**src/rtl/i2c_slave_address_ctrl.sv**
```systemverilog
// Own-address table for the I2C slave: newest-first shift table with add/clear
// configuration and a one-entry-per-cycle match scan toward the receive path.
module i2c_slave_address_ctrl #(
  parameter int LENGTH      = 7,
  parameter int MAX_ADDRESS = 4,
  localparam int IW = (MAX_ADDRESS > 1) ? $clog2(MAX_ADDRESS) : 1,
  localparam int CW = $clog2(MAX_ADDRESS + 1)
) (
  input  logic              Clk,
  input  logic              Rst,
  input  logic              CfgValid,
  input  logic              CfgClear,
  input  logic [LENGTH-1:0] CfgAddress,
  output logic              CfgReady,
  input  logic              MatchValid,
  input  logic [LENGTH-1:0] MatchAddress,
  output logic              MatchReady,
  output logic              RespValid,
  output logic              RespHit,
  output logic [IW-1:0]     RespIndex,
  output logic [CW-1:0]     Count,
  output logic [1:0]        DbgState
);

  localparam logic [1:0] S_IDLE   = 2'd0;
  localparam logic [1:0] S_SEARCH = 2'd1;
  localparam logic [1:0] S_RESP   = 2'd2;

  logic [1:0]        state_q, state_d;
  logic [CW-1:0]     count_q, count_d;
  logic [LENGTH-1:0] slot_q [MAX_ADDRESS];
  logic [LENGTH-1:0] slot_d [MAX_ADDRESS];
  logic [LENGTH-1:0] addr_q, addr_d;
  logic [IW-1:0]     idx_q, idx_d;
  logic              hit_q, hit_d;
  logic [IW-1:0]     index_q, index_d;

  // Handshakes: a request transfers on the rising edge where valid && ready;
  // requesters hold valid and payload stable until then. Match wins a tie.
  assign MatchReady = (state_q == S_IDLE);
  assign CfgReady   = (state_q == S_IDLE) && !MatchValid;
  assign RespValid  = (state_q == S_RESP);
  assign RespHit    = hit_q;
  assign RespIndex  = index_q;
  assign Count      = count_q;
  assign DbgState   = state_q;

  always_comb begin
    state_d = state_q;
    count_d = count_q;
    slot_d  = slot_q;
    addr_d  = addr_q;
    idx_d   = idx_q;
    hit_d   = hit_q;
    index_d = index_q;
    case (state_q)
      S_IDLE: begin
        if (MatchValid) begin
          addr_d = MatchAddress;
          idx_d  = '0;
          if (count_q == '0) begin
            hit_d   = 1'b0;
            index_d = '0;
            state_d = S_RESP;
          end else begin
            state_d = S_SEARCH;
          end
        end else if (CfgValid) begin
          if (CfgClear) begin
            count_d = '0;
            for (int i = 0; i < MAX_ADDRESS; i++) slot_d[i] = '0;
          end else begin
            // Oldest entry falls off the end when the table is full.
            for (int i = 1; i < MAX_ADDRESS; i++) slot_d[i] = slot_q[i-1];
            slot_d[0] = CfgAddress;
            if (count_q != CW'(MAX_ADDRESS)) count_d = count_q + CW'(1);
          end
        end
      end
      S_SEARCH: begin
        if (slot_q[idx_q] == addr_q) begin
          hit_d   = 1'b1;
          index_d = idx_q;
          state_d = S_RESP;
        end else if (CW'(idx_q) == count_q - CW'(1)) begin
          hit_d   = 1'b0;
          index_d = '0;
          state_d = S_RESP;
        end else begin
          idx_d = idx_q + IW'(1);
        end
      end
      S_RESP:  state_d = S_IDLE;
      default: state_d = S_IDLE;
    endcase
  end

  always_ff @(posedge Clk or posedge Rst) begin
    if (Rst) begin
      state_q <= S_IDLE;
      count_q <= '0;
      for (int i = 0; i < MAX_ADDRESS; i++) slot_q[i] <= '0;
      addr_q  <= '0;
      idx_q   <= '0;
      hit_q   <= 1'b0;
      index_q <= '0;
    end else begin
      state_q <= state_d;
      count_q <= count_d;
      slot_q  <= slot_d;
      addr_q  <= addr_d;
      idx_q   <= idx_d;
      hit_q   <= hit_d;
      index_q <= index_d;
    end
  end

endmodule
```
**config.mk**
```make
export PLATFORM = sky130hd
export DESIGN_NAME = i2c_slave_address_ctrl
export DESIGN_NICKNAME = d
export VERILOG_FILES = /design/src/rtl/i2c_slave_address_ctrl.sv
export SDC_FILE = /design/constraint.sdc
export NUM_CORES = 1
export LEC_CHECK = 0
export BUFFER_PORTS_ARGS = -buffer_cell sky130_fd_sc_hd__buf_2
export CAP_MARGIN = 10
export CELL_PAD_IN_SITES_DETAIL_PLACEMENT = 0
export CELL_PAD_IN_SITES_GLOBAL_PLACEMENT = 2
export CORE_ASPECT_RATIO = 0.6
export CORE_MARGIN = 5
export CORE_UTILIZATION = 25
export CTS_CLUSTER_SIZE = 8
export DETAILED_ROUTE_END_ITERATION = 6
export PLACE_DENSITY = 0.68
export REMOVE_ABC_BUFFERS = 1
export SYNTH_ARGS = -nofsm -noshare
export SYNTH_HDL_FRONTEND = slang
export SYNTH_SLANG_ARGS = --single-unit
```
**constraint.sdc**
```tcl
create_clock -name Clk -period 2.4 [get_ports Clk]
set_input_delay 0 -clock Clk [delete_from_list [all_inputs] [get_ports Clk]]
set_output_delay 0 -clock Clk [all_outputs]
set_load 0.005 [all_outputs]
```
==> impl_metrics.tcl, run 1 <==
set metrics [dict create \
    grt.overflow.total 0 \
    grt_max_degree 50 \
    setup.worst_path.class "register to register" \
    htreeDepth 2 \
    worstSetupStartpointType "register" \
    final_max_slew_viol_count 0 \
    fin_util 0.325 \
    die_area_mm2 0.0116 \
    cts_resized 0 \
    cts-buffers-inserted 5 \
    start_util 0.258 \
    hold_buffers 16 \
    status "finished, final reports clean" \
    ir_drop_v 0.000361 \
    yosysUniqueCellTypes 36 \
    cts-root-buf "clkbuf_16" \
    routedWlPerCell_um 12.7 \
    clkSlewWorstSetupHoldPaths_ps 60 \
    hold_viol 0 \
    postCtsSetupBuffers 0 \
    hpwl_mm 3.76 \
    firstDrtPassIters 4 \
    period_share 0.899 \
    vias 1734 \
    rsz0062_at_grt "false" \
    worst-endpoint-arrival_ps 2330 \
    ff2ff_setup_slack_ps 240 \
    p_total_uw 3260 \
    sw_frac_of_total 0.370 \
    avgSynthCellArea_um2 10.1 \
    die_x_um 136 \
    synth-seq-cells 45 \
    syn_area_mm2 0.00238 \
    drive_gt1_frac 0.228 \
    fmax_mhz 464 \
    cap_violations 0 \
    p_leak_uw 0.00129 \
    worst_slew_pin_slew_ps 808 \
    yosysWarnings 0 \
    cts_buffer_depth 2 \
    comb_power_share 0.402 \
    antenna_left 0 \
    p_switching_uw 1210 \
    hp-class "primary input to register" \
    track_usage 0.0966 \
    synth_seq_area_share 0.474 \
    io_pins 30 \
    rows 27 \
    powerDensity_mw_per_mm2 1090 \
    synthCells 236 \
    core_mm2 0.00922 \
    first_iter_violations 75 \
    final_common_cell "dfrtp_1" \
    grt_pass1_wl_mm 8.75 \
    skew_ps 5.08 \
    clkPwrFrac 0.208 \
    worstPathMaxFanout 10 \
    internal-power_uw 2060 \
    cts_tree "yes" \
    tns_ps 0 \
    area.growth.synth_to_final_pct 26.0 \
    clk_latency_ps 290 \
    finalWirelength_mm 5.27 \
    vias_per_cell 4.18 \
    layout_common_cells "dfrtp_1 (45), nand2_1 (40), o21ai_0 (33)" \
    post-route-min-period_ps 2160 \
    layout.nets 306 \
    port_buffers 29 \
    antenna_found_initial 0 \
    sequentialPowerShare 0.390 \
    maxSlewHeadroom 0.459 \
    finalSetupViolations 0 \
    grt_pass1_vias 1680 \
    die_h_um 85.5 \
    gp_congestion 0.798 \
    antennaDiodeCount 0 \
    fillers 956 \
    end_kind "register" \
    worstPathRequired_ps 2570 \
    cts.sinks 45 \
    drc 0 \
]
## stage by stage
step           instances  setup WS, ps  hold slack (ps)  cell area [um2]
2_1_floorplan        223           224             44.8             2300
3_3_place_gp         391           277             53.6             2690
3_5_place_dp         391           227             58.1             2690
4_1_cts              415           217              142             2990
5_1_grt              415          70.5              197             2990
6_report             415           243              153             2990
## cell usage after synthesis (all sizes together)
master | instances | area (um2)
a2111o | 1 | 11.3
a21o | 1 | 7.51
a21oi | 4 | 27.5
a31oi | 2 | 12.5
buf | 3 | 36.3
clkbuf | 10 | 37.5
dfrtp | 45 | 1130
ha | 3 | 37.5
inv | 5 | 18.8
mux2 | 7 | 78.8
mux2i | 6 | 60.1
mux4 | 5 | 128
nand2 | 41 | 156
nand2b | 29 | 181
nand3 | 1 | 5.00
nand3b | 1 | 7.51
nor2 | 9 | 33.8
nor2b | 2 | 12.5
nor3 | 3 | 15.0
o211ai | 4 | 40.0
o21ai | 36 | 184
o21bai | 1 | 7.51
o221ai | 1 | 15.0
o31ai | 1 | 7.51
or2 | 2 | 12.5
or3 | 1 | 11.3
xnor2 | 8 | 70.1
xor2 | 4 | 35.0
## worst max-delay path, cell delays in order (launching register included)
cell and delay (ps):
dfrtp_1 610, buf_4 210, mux2i_1 220, xnor2_1 90
or3_4 370, a21o_1 250, o21ai_2 190, o221ai_2 100
## registers in the layout, summed over array words and instances (netlist names)
register and cells:
slot_q 28, addr_q 7, Count 3, DbgState 2, RespIndex 2, idx_q 2, RespHit 1
## routing by layer
| layer | wire [um] | share of wire | vias up | track usage |
|---|---|---|---|---|
| met5 | 0 | 0 | - | 0 |
| met4 | 40 | 0.0076 | 0 | 0.0247 |
| met3 | 355 | 0.067 | 5 | 0.0352 |
| met2 | 1900 | 0.36 | 35 | 0.120 |
| met1 | 2980 | 0.56 | 800 | 0.153 |
| li1 | - | - | 894 | - |
## cell families (layout without fill, tap and decap cells)
group / count (synthesis) / count (layout) / share of synthesized area
simple gates: 89 / 89 / 0.183
fa+ha+maj: 3 / 3 / 0.0158
mux: 18 / 18 / 0.112
buf+inv: 18 / 67 / 0.0390
xor+xnor: 12 / 12 / 0.0442
flops: 45 / 45 / 0.474
compound gates: 51 / 51 / 0.132
## power by group through the flow
stage          clock network, uW  registers, uW  logic (uW)
3_5_place_dp                   0           1290        1310
6_report                     678           1270        1310
5_1_grt                      737           1320        1480
2_1_floorplan                  0           1250         900
4_1_cts                      708           1270        1330
3_3_place_gp                   0           1290        1290
## path summary, 6_finish.rpt
kind / startpoint / to / cells after the start
worst max-delay path: idx_q[1] / RespIndex[0] / 7
worst min-delay path: MatchValid / Count[2] / 4
worst max register to register: idx_q[1] / RespIndex[0] / 7
worst min register to register: slot_q[2] / slot_q[2] / 2
max in group asynchronous: Rst / addr_q[4] / 4
min in group asynchronous: Rst / slot_q[5] / 3
## final cells by class
type / instances / area (um2) / area share
well taps: 130 / 163 / 0.0543
multi-input cells: 173 / 1160 / 0.387
inverters: 5 / 18.8 / 0.00627
flip-flops and latches: 45 / 1130 / 0.376
clock buffers: 5 / 125 / 0.0418
clock inverters: 3 / 17.5 / 0.00585
repair buffers: 54 / 385 / 0.129
No activity file was read; power rests on OpenSTA's default activity.
==> inputs of run 2 (changes only) <==
PLACE_DENSITY = unset   (was 0.68)
PLACE_DENSITY_LB_ADDON = 0.1   (was unset)
==> run 2 against run 1 <==
Compared with the run above: clock-buffer cell count is 1 higher; largest power group unchanged; non-clock buffer count is 1 lower; worst hold slack better by 10 ps; clock power is 5.6% higher; wire length is 6.3% higher; highest routed layer unchanged; register-to-register slack better by 140 ps; setup slack better by 140 ps; largest cell class unchanged; final cell count is 0.24% lower.
==> impl_metrics.tcl, run 2 (synthesized netlist as in run 1, its figures left out) <==
set metrics [dict create \
    finalWirelength_mm 5.61 \
    worstPathRequired_ps 2570 \
    layout.nets 305 \
    firstDrtPassIters 4 \
    io_pins 30 \
    port_buffers 29 \
    path_cells "buf_4 > buf_4 > mux2i_1 > xnor2_1 > or3_4 > a21o_1 > o21ai_2 > o221ai_2" \
    grt.overflow.total 0 \
    period_share 0.841 \
    track_usage 0.111 \
    htreeDepth 2 \
    register_area_mm2 0.00113 \
    fillers 964 \
    cts-root-buf "clkbuf_16" \
    worstPathMaxFanout 7 \
    fmax_mhz 496 \
    maxSlewHeadroom 0.489 \
    drive_gt1_frac 0.229 \
    cts.sinks 45 \
    final_max_slew_viol_count 0 \
    vias_per_cell 4.20 \
    p_total_uw 3280 \
    hpwl_mm 3.87 \
    ir_drop_v 0.000331 \
    worst-endpoint-arrival_ps 2180 \
    skew_ps 4.78 \
    place_inst 390 \
    timing.critical_path.mode_cell "buf_4" \
    rows 27 \
    cts-buffers-inserted 5 \
    grt_max_degree 62 \
    antenna_found_initial 0 \
    powerDensity_mw_per_mm2 1100 \
    antennaDiodeCount 0 \
    finalSetupViolations 0 \
    cts_buffer_depth 2 \
    fin_cells 414 \
    cts_tree "yes" \
    hp-class "primary input to register" \
    clk_latency_ps 290 \
    rsz0062_at_grt "false" \
    grt_pass1_wl_mm 10.1 \
    die_area_mm2 0.0116 \
    p_leak_uw 0.00129 \
    core_mm2 0.00922 \
    r2r_cells 8 \
    area.growth.synth_to_final_pct 25.6 \
    vias 1737 \
    status "finished, final reports clean" \
    drc 0 \
    worst_slew_pin_slew_ps 763 \
    met2_usage 0.158 \
    use_met3 0.0328 \
    hold_viol 0 \
    post-route-min-period_ps 2020 \
    layout_common_cells "dfrtp_1 (45), nand2_1 (39), o21ai_0 (33)" \
    antenna_left 0 \
    multi_input_area_mm2 0.00116 \
    grt_pass1_vias 1916 \
    final_common_cell "dfrtp_1" \
    die_h_um 85.5 \
    start_util 0.258 \
    gp_congestion 0.702 \
    hold_depth 4 \
    slowest_delay_ps 370 \
    cap_violations 0 \
    tns_ps 0 \
    routedWlPerCell_um 13.5 \
    grt-busiest-layer "met1" \
    die_x_um 136 \
    top_register "slot_q" \
    end_kind "register" \
    crit_slowest_cell "or3_4" \
    fin_util 0.324 \
    cts_resized 0 \
    worstSetupStartpointType "register" \
    largest_reg_flops 28 \
    use_met1 0.163 \
    clkSlewWorstSetupHoldPaths_ps 70 \
    first_iter_violations 57 \
    setup.worst_path.class "register to register" \
]
## run 2: cell types whose count changed in the layout (fill, tap and decap cells not counted), sizes merged
| cell | delta |
|---|---|
| buf | -1 |
| clkbuf | +1 |
| clkinvlp | -1 |
## run 2: cell type report
cell class                      instances  share of cell area
Multi-Input combinational cell        173               0.389
Sequential cell                        45               0.377
Timing Repair Buffer                   53               0.122
Tap cell                              130              0.0545
Clock buffer                            6              0.0465
Inverter                                5             0.00629
Clock inverter                          2             0.00461
## run 2: final timing paths
check | startpoint | endpoint | slack (ps)
setup / recovery | idx_q[1] | RespIndex[0] | 380
hold / removal | MatchValid | Count[2] | 160
setup reg to reg | idx_q[1] | RespIndex[0] | 380
hold reg to reg | slot_q[2] | slot_q[2] | 470
max in group asynchronous | Rst | slot_q[17] | 1460
min in group asynchronous | Rst | addr_q[6] | 210
## run 2: metal layers
metal	wire length [um]	up-vias
met2	2220	26
met1	3050	805
met5	0	-
li1	-	898
met3	250	8
met4	80	0
## run 2: timing repair
item | 4_1_cts | 5_1_grt
setup endpoints to repair | 0 | 0
setup buffers | 0 | 0
endpoints found under the hold margin | 29 | 0
hold buffers | 16 | 0
## run 2: worst max-delay path, delay by kind of cell (launching register included)
family / cells / cell delay (ps)
mux: 1 / 210
xor+xnor: 1 / 90
flops: 1 / 350
compound gates: 3 / 550
simple gates: 1 / 370
buf+inv: 2 / 330
## run 2: through the flow
| step | cell area, um2 | setup slack [ps] | hold slack (ps) |
|---|---|---|---|
| floorplan | 2300 | 224 | 44.8 |
| global placement | 2670 | 409 | -12.1 |
| detailed placement | 2670 | 396 | -8.17 |
| CTS | 2990 | 361 | 159 |
| global route | 2990 | 222 | 206 |
| finish | 2990 | 383 | 164 |
## run 2: power breakdown
part	total [uW]	switching (uW)	internal (uW)	leakage (uW)
registers	1260	245	1020	0.000596
logic	1310	666	642	0.000613
clock network	716	301	415	0.0000768
